## config.mk

```make
export PLATFORM = sky130hd
export DESIGN_NAME = uart_rx_deframer
export DESIGN_NICKNAME = d
export VERILOG_FILES = /design/src/rtl/uart_rx_deframer.sv
export SDC_FILE = /design/constraint.sdc
export NUM_CORES = 1
export LEC_CHECK = 0
export BUFFER_PORTS_ARGS = -buffer_cell sky130_fd_sc_hd__buf_2
export CAP_MARGIN = 20
export CORE_MARGIN = 1.5
export CORE_UTILIZATION = 50
export DETAILED_ROUTE_END_ITERATION = 6
export PLACE_DENSITY = 0.71
export SETUP_SLACK_MARGIN = 0.3
export SLEW_MARGIN = 20
export SYNTH_ARGS = -nofsm -noshare
export SYNTH_HDL_FRONTEND = slang
export SYNTH_SLANG_ARGS = --single-unit
```

## constraint.sdc

```tcl
create_clock -name sysclk -period 1.8 [get_ports sysclk]
set_input_delay 0.36 -clock sysclk [delete_from_list [all_inputs] [get_ports sysclk]]
set_output_delay 0.36 -clock sysclk [all_outputs]
set_load 0.01 [all_outputs]
```

## src/rtl/uart_rx_deframer.sv

```systemverilog
// 8N1 UART receiver with 16x oversampling, one-byte holding register, valid/ack handshake.
// Define UART_RX_PARITY_EN to receive 8E1 frames and report parity mismatches.
module uart_rx_deframer #(
  parameter int CLK_FREQ   = 100_000_000,
  parameter int BAUD       = 9600,
  parameter int OVERSAMPLE = 16
) (
  input  logic       sysclk,
  input  logic       reset,
  input  logic       uart_rx,
  input  logic       rx_ack,
  output logic [7:0] rx_data,
  output logic       rx_valid,
  output logic       rx_busy,
  output logic       rx_frame_err,
  output logic       rx_overrun,
  output logic       rx_parity_err
);

  localparam int TICK_DIV = (CLK_FREQ + (BAUD * OVERSAMPLE) / 2) / (BAUD * OVERSAMPLE);
  localparam int DIV_W    = (TICK_DIV > 1) ? $clog2(TICK_DIV) : 1;

  typedef enum logic [2:0] {
    S_IDLE, S_START, S_DATA, S_PARITY, S_STOP, S_BREAK
  } state_t;

  state_t             r_state;
  logic [1:0]         r_sync;
  logic [DIV_W-1:0]   r_div;
  logic [3:0]         r_tcnt;
  logic [2:0]         r_bitcnt;
  logic [7:0]         r_shift;
  logic               r_dlv;
  logic [7:0]         r_data;
  logic               r_valid;
  logic               r_ferr;
  logic               r_ovr;
`ifdef UART_RX_PARITY_EN
  logic               r_perr;
  logic               r_par_bad;
`endif

  logic w_rx_s;
  logic w_tick;

  assign w_rx_s = r_sync[1];
  assign w_tick = (r_state != S_IDLE) && (r_div == DIV_W'(TICK_DIV - 1));

  always_ff @(posedge sysclk) begin
    if (reset) r_sync <= 2'b11;
    else       r_sync <= {r_sync[0], uart_rx};
  end

  always_ff @(posedge sysclk) begin
    if (reset) begin
      r_state   <= S_IDLE;
      r_div     <= '0;
      r_tcnt    <= '0;
      r_bitcnt  <= '0;
      r_shift   <= '0;
      r_dlv     <= 1'b0;
      r_data    <= '0;
      r_valid   <= 1'b0;
      r_ferr    <= 1'b0;
      r_ovr     <= 1'b0;
`ifdef UART_RX_PARITY_EN
      r_perr    <= 1'b0;
      r_par_bad <= 1'b0;
`endif
    end else begin
      r_dlv <= 1'b0;

      // Divider idles at zero so a new frame always starts on a fresh tick phase
      if (r_state == S_IDLE || w_tick) r_div <= '0;
      else                             r_div <= r_div + 1'b1;

      if (r_dlv) begin
        r_data  <= r_shift;
        r_valid <= 1'b1;
        r_ferr  <= 1'b0;
`ifdef UART_RX_PARITY_EN
        r_perr  <= r_par_bad;
`endif
        if (r_valid && !rx_ack) r_ovr <= 1'b1;
        else if (r_valid)       r_ovr <= 1'b0;
      end else if (rx_ack && r_valid) begin
        r_valid <= 1'b0;
        r_ovr   <= 1'b0;
        r_ferr  <= 1'b0;
      end

      case (r_state)
        S_IDLE: begin
          if (!w_rx_s) begin
            r_state <= S_START;
            r_tcnt  <= '0;
          end
        end
        S_START: begin
          if (w_tick) begin
            if (r_tcnt == 4'd7) begin
              if (w_rx_s) begin
                r_state <= S_IDLE;
              end else begin
                r_tcnt   <= '0;
                r_bitcnt <= '0;
                r_state  <= S_DATA;
              end
            end else begin
              r_tcnt <= r_tcnt + 4'd1;
            end
          end
        end
        S_DATA: begin
          if (w_tick) begin
            r_tcnt <= r_tcnt + 4'd1;
            if (r_tcnt == 4'd15) begin
              r_shift[r_bitcnt] <= w_rx_s;
              r_bitcnt          <= r_bitcnt + 3'd1;
              if (r_bitcnt == 3'd7) begin
`ifdef UART_RX_PARITY_EN
                r_state <= S_PARITY;
`else
                r_state <= S_STOP;
`endif
              end
            end
          end
        end
`ifdef UART_RX_PARITY_EN
        S_PARITY: begin
          if (w_tick) begin
            r_tcnt <= r_tcnt + 4'd1;
            if (r_tcnt == 4'd15) begin
              r_par_bad <= w_rx_s ^ (^r_shift);
              r_state   <= S_STOP;
            end
          end
        end
`endif
        S_STOP: begin
          if (w_tick) begin
            r_tcnt <= r_tcnt + 4'd1;
            if (r_tcnt == 4'd15) begin
              if (w_rx_s) begin
                r_dlv   <= 1'b1;
                r_state <= S_IDLE;
              end else begin
                r_ferr  <= 1'b1;
                r_state <= S_BREAK;
              end
            end
          end
        end
        S_BREAK: begin
          // A held-low line must not retrigger frames until it returns high
          if (w_rx_s) r_state <= S_IDLE;
        end
        default: r_state <= S_IDLE;
      endcase
    end
  end

  assign rx_data      = r_data;
  assign rx_valid     = r_valid;
  assign rx_busy      = (r_state != S_IDLE);
  assign rx_frame_err = r_ferr;
  assign rx_overrun   = r_ovr;
`ifdef UART_RX_PARITY_EN
  assign rx_parity_err = r_perr;
`else
  assign rx_parity_err = 1'b0;
`endif

endmodule

```

==> reports/qor.log <==
INFO  status         status=complete, but fails checks
INFO  status         failed_checks=negative setup slack
INFO  finish         layout-drive-gt1-share=39.6%
INFO  setup_path     timing_worst_setup_path_type=reg2reg
INFO  sta            post_layout_minimum_cycle_time=1.85ns
INFO  global_route   top_usage_layer=met2
INFO  yosys          dominant_combinational_cell_family_by_area_after_synthesis=simple AND/OR/NAND/NOR gates
INFO  yosys          post-synth-top-area-cell=dfxtp_1
INFO  floorplanning  die_h=66.7um
INFO  yosys          synth_edf_count=0
INFO  place          placement.io_buffers=15
INFO  finish         layout_commonest_cell=dfxtp_1
INFO  yosys          synth_compound_gate_area_share=13.7%
INFO  global_route   track_usage=23.3%
INFO  setup_path     critical_path_launch_point_type=register
INFO  sta            timing.final.ws_setup=-0.0526ns
INFO  finish         final_cells=316
INFO  detailed_routing antenna_left=0
INFO  hold_path      hp-class=in2reg
INFO  global_route   globalRouteMet2Util=38.0%
INFO  cts            clk_pin_slew=0.08ns
INFO  sta            slew_headroom=58.7%
INFO  global_route   grt_util_met3=5.07%
INFO  detailed_routing post_drt_wl_per_cell=15.5um
INFO  place          dpl.cell_count=301
INFO  yosys          area_fraction_in_and_or_nand_and_nor_cells_after_synthesis=26.7%
INFO  job            max-cap-violations=0
INFO  global_route   globalRoute.totalOverflow=0
INFO  cts            cts_max_path_buffers=2
INFO  yosys          synth_area=2030um^2
INFO  sta            setup_repair_after_global_routing_missed_its_margin=yes
INFO  pwr            leakage=1.08nW
INFO  pwr            power_density=624nW/um^2
INFO  yosys          netlist_instances=222
INFO  sta            setup_viol=5
INFO  finish         final_core_utilization=72.5%
INFO  cts            cts_sinks=42
INFO  global_route   globalRouteMet1Util=30.5%
INFO  place          place.detailed.hpwl=3.00mm
INFO  sta            final_max_slew_viol_count=0
INFO  floorplanning  effective_utilization_at_floorplan=53.8%
INFO  floorplanning  die_width=66.7um
INFO  floorplanning  pin_count=17
INFO  detailed_routing vias_per_cell=5.64
INFO  yosys          synth_fa_ha_area_share=3.08%
INFO  yosys          synthesis.nets=231
INFO  floorplanning  die_area=4450um^2
INFO  cts            holdBufCountCts=0
INFO  setup_path     arrival=2.04ns
INFO  detailed_routing drt_drc_violations_left=0
INFO  setup_path     critical_path_sink_type=register
INFO  detailed_routing drt_iter0_markers=156
INFO  cts            tritoncts.num_buffers=5
INFO  setup_path     timing.reg2reg.setup_slack=-0.05ns
INFO  pwr            irDropWorstVdd=516uV
INFO  cts            cts_tree=done
INFO  global_route   vias_in_the_first_global_route=1,689
INFO  place          gp_routability_congestion=0.809
INFO  detailed_routing number_of_vias_in_the_routed_layout=1,782
INFO  floorplanning  placementRows=22
INFO  yosys          yosysWarningCount=0
INFO  sta            worst-slew-pin-transition=0.619ns
INFO  finish         fin_nets=276
INFO  yosys          synth_xor_xnor_area_share=3.88%
INFO  yosys          synthFlopType=dfxtp_1
INFO  cts            cts_root_buf=clkbuf_8
INFO  finish         syn_to_final_growth=34.8%
INFO  finish         antenna-diode-count=0
INFO  sta            layout_worst_path_cycle_share=103%
INFO  yosys          netlist-cell-type-count=52
INFO  global_route   first_pass_grt_wire_length=7.80mm
INFO  cts            h-tree-depth=2
INFO  yosys          proportion_of_synthesized_flip_flops_having_asynchronous_set_or_reset=0%
INFO  yosys          synthDominantCellAreaShare=41.4%
INFO  setup_path     crit_required=1.99ns
INFO  global_route   maximum_number_of_pins_on_one_net_before_global_route_repair=26
INFO  setup_path     worstPathMaxFanout=3
INFO  sta            worst_clock_skew=0.00787ns
INFO  detailed_routing routed_wirelength=4.91mm
INFO  global_route   grt_antenna_before_repair=0
INFO  finish         layout.cells.most_common_list=37 x dfxtp_1, 31 x buf_4, 24 x nor2_1
INFO  yosys          synth_mux_area_share=6.91%
INFO  yosys          syn_area_per_cell=9.14um^2
INFO  yosys          seq_area_frac_synth=41.4%
INFO  floorplanning  fp.coreArea=3770um^2
INFO  yosys          postSynthRegisterBits=42
INFO  cts            clock_latency_on_the_worst_skew_pair=0.30ns
INFO  detailed_routing first_pass_iters=4
INFO  sta            fmax=540MHz
INFO  yosys          netlist_top_cells_area=dfxtp_1 41%, mux2i_1 6.9%, nor2_1 4.8%
INFO  sta            hold_viol_final=0
-- area by class of cell --
class	instances	area, um^2
multi-input cells	161	1340
clock buffers	6	82.6
inverters	6	22.5
repair buffers	51	364
well taps	48	60.1
flip-flops and latches	42	852
clock inverters	2	16.3
fillers	246	1040
-- power breakdown --
group          total, mW  switching (mW)  internal, mW  leakage [nW]
registers          0.937         0.00502         0.932         0.342
clock network      0.659           0.343         0.316        0.0478
logic              0.110          0.0643        0.0458         0.694
total               1.71           0.412          1.29          1.08
-- worst max-delay path: stages (launching register included) --
cell	delay (ns)
dfxtp_2	0.34
nor4b_4	0.29
nand4_2	0.15
buf_4	0.17
buf_4	0.15
a211oi_4	0.22
o21ai_2	0.11
a221o_1	0.31
-- worst paths after layout --
kind                  start   endpoint  cells after the start
hold / removal      uart_rx  r_sync[0]                      2
hold reg to reg   r_sync[0]  r_sync[1]                      1
setup reg to reg   r_div[8]  r_tcnt[2]                      7
setup / recovery   r_div[8]  r_tcnt[2]                      7
-- through the flow --
stage | TNS, ns | area, um^2 | setup WS [ns] | hold slack [ns] | total power [mW]
6_report | -0.177 | 2740 | -0.0526 | 0.237 | 1.71
5_1_grt | -1.06 | 2740 | -0.133 | 0.244 | 1.76
4_1_cts | -0.200 | 2630 | -0.0841 | 0.235 | 1.71
3_5_place_dp | -0.648 | 2340 | -0.130 | 0.408 | 1.05
3_3_place_gp | -0.0486 | 2340 | -0.0336 | 0.406 | 1.05
2_1_floorplan | 0 | 2050 | 0.0541 | 0.389 | 1.02
-- per-layer routing --
layer  share of wire, %  up-vias
li1                   -      888
met1                 48      860
met2                 47       28
met3                3.3        6
met4                1.2        0
met5                  0        -
-- cells in the mapped netlist, types with 2 or more instances --
master	instances
a21oi_1	8
dfxtp_1	42
nand3b_1	2
a32o_1	2
nor3_1	5
or2_2	5
o41ai_1	3
xnor2_1	6
or3_1	2
and4b_1	2
ha_1	5
nor2b_1	4
and3_1	5
nand3_1	8
mux2i_1	14
a221o_1	2
o21ai_0	3
clkbuf_1	10
or3b_2	2
nand4_1	2
or4_1	2
nand2_1	21
nor2_1	26
nor3b_1	3
nor4_1	3
o311ai_2	2
inv_1	6
xor2_1	3
-- timing repair --
item | in CTS | in global routing
pin swaps | 7 | 6
resized for setup | 37 | 18
buffers inserted | 4 | 2
gates cloned | 1 | 0
endpoints found under the setup margin | 31 | 31
-- sequential cells by signal, indices dropped and copies added, names as in the netlist --
signal	cells
r_div	10
r_shift	8
rx_data	8
r_tcnt	4
r_bitcnt	3
r_state	3
r_sync	2
r_dlv	1
rx_frame_err	1
rx_overrun	1
rx_valid	1
-- cell families (layout without fill, tap and decap cells) --
logic type	count (synthesis)	count (layout)
AOI/OAI and AO/OA	32	32
xor gates and xnor gates	9	9
adders and majority gates	5	5
buffers and inverters	19	65
DFF	42	42
muxes	14	14
other	1	1
and+or+nand+nor	100	100
Power figures use the tool's default switching activity.
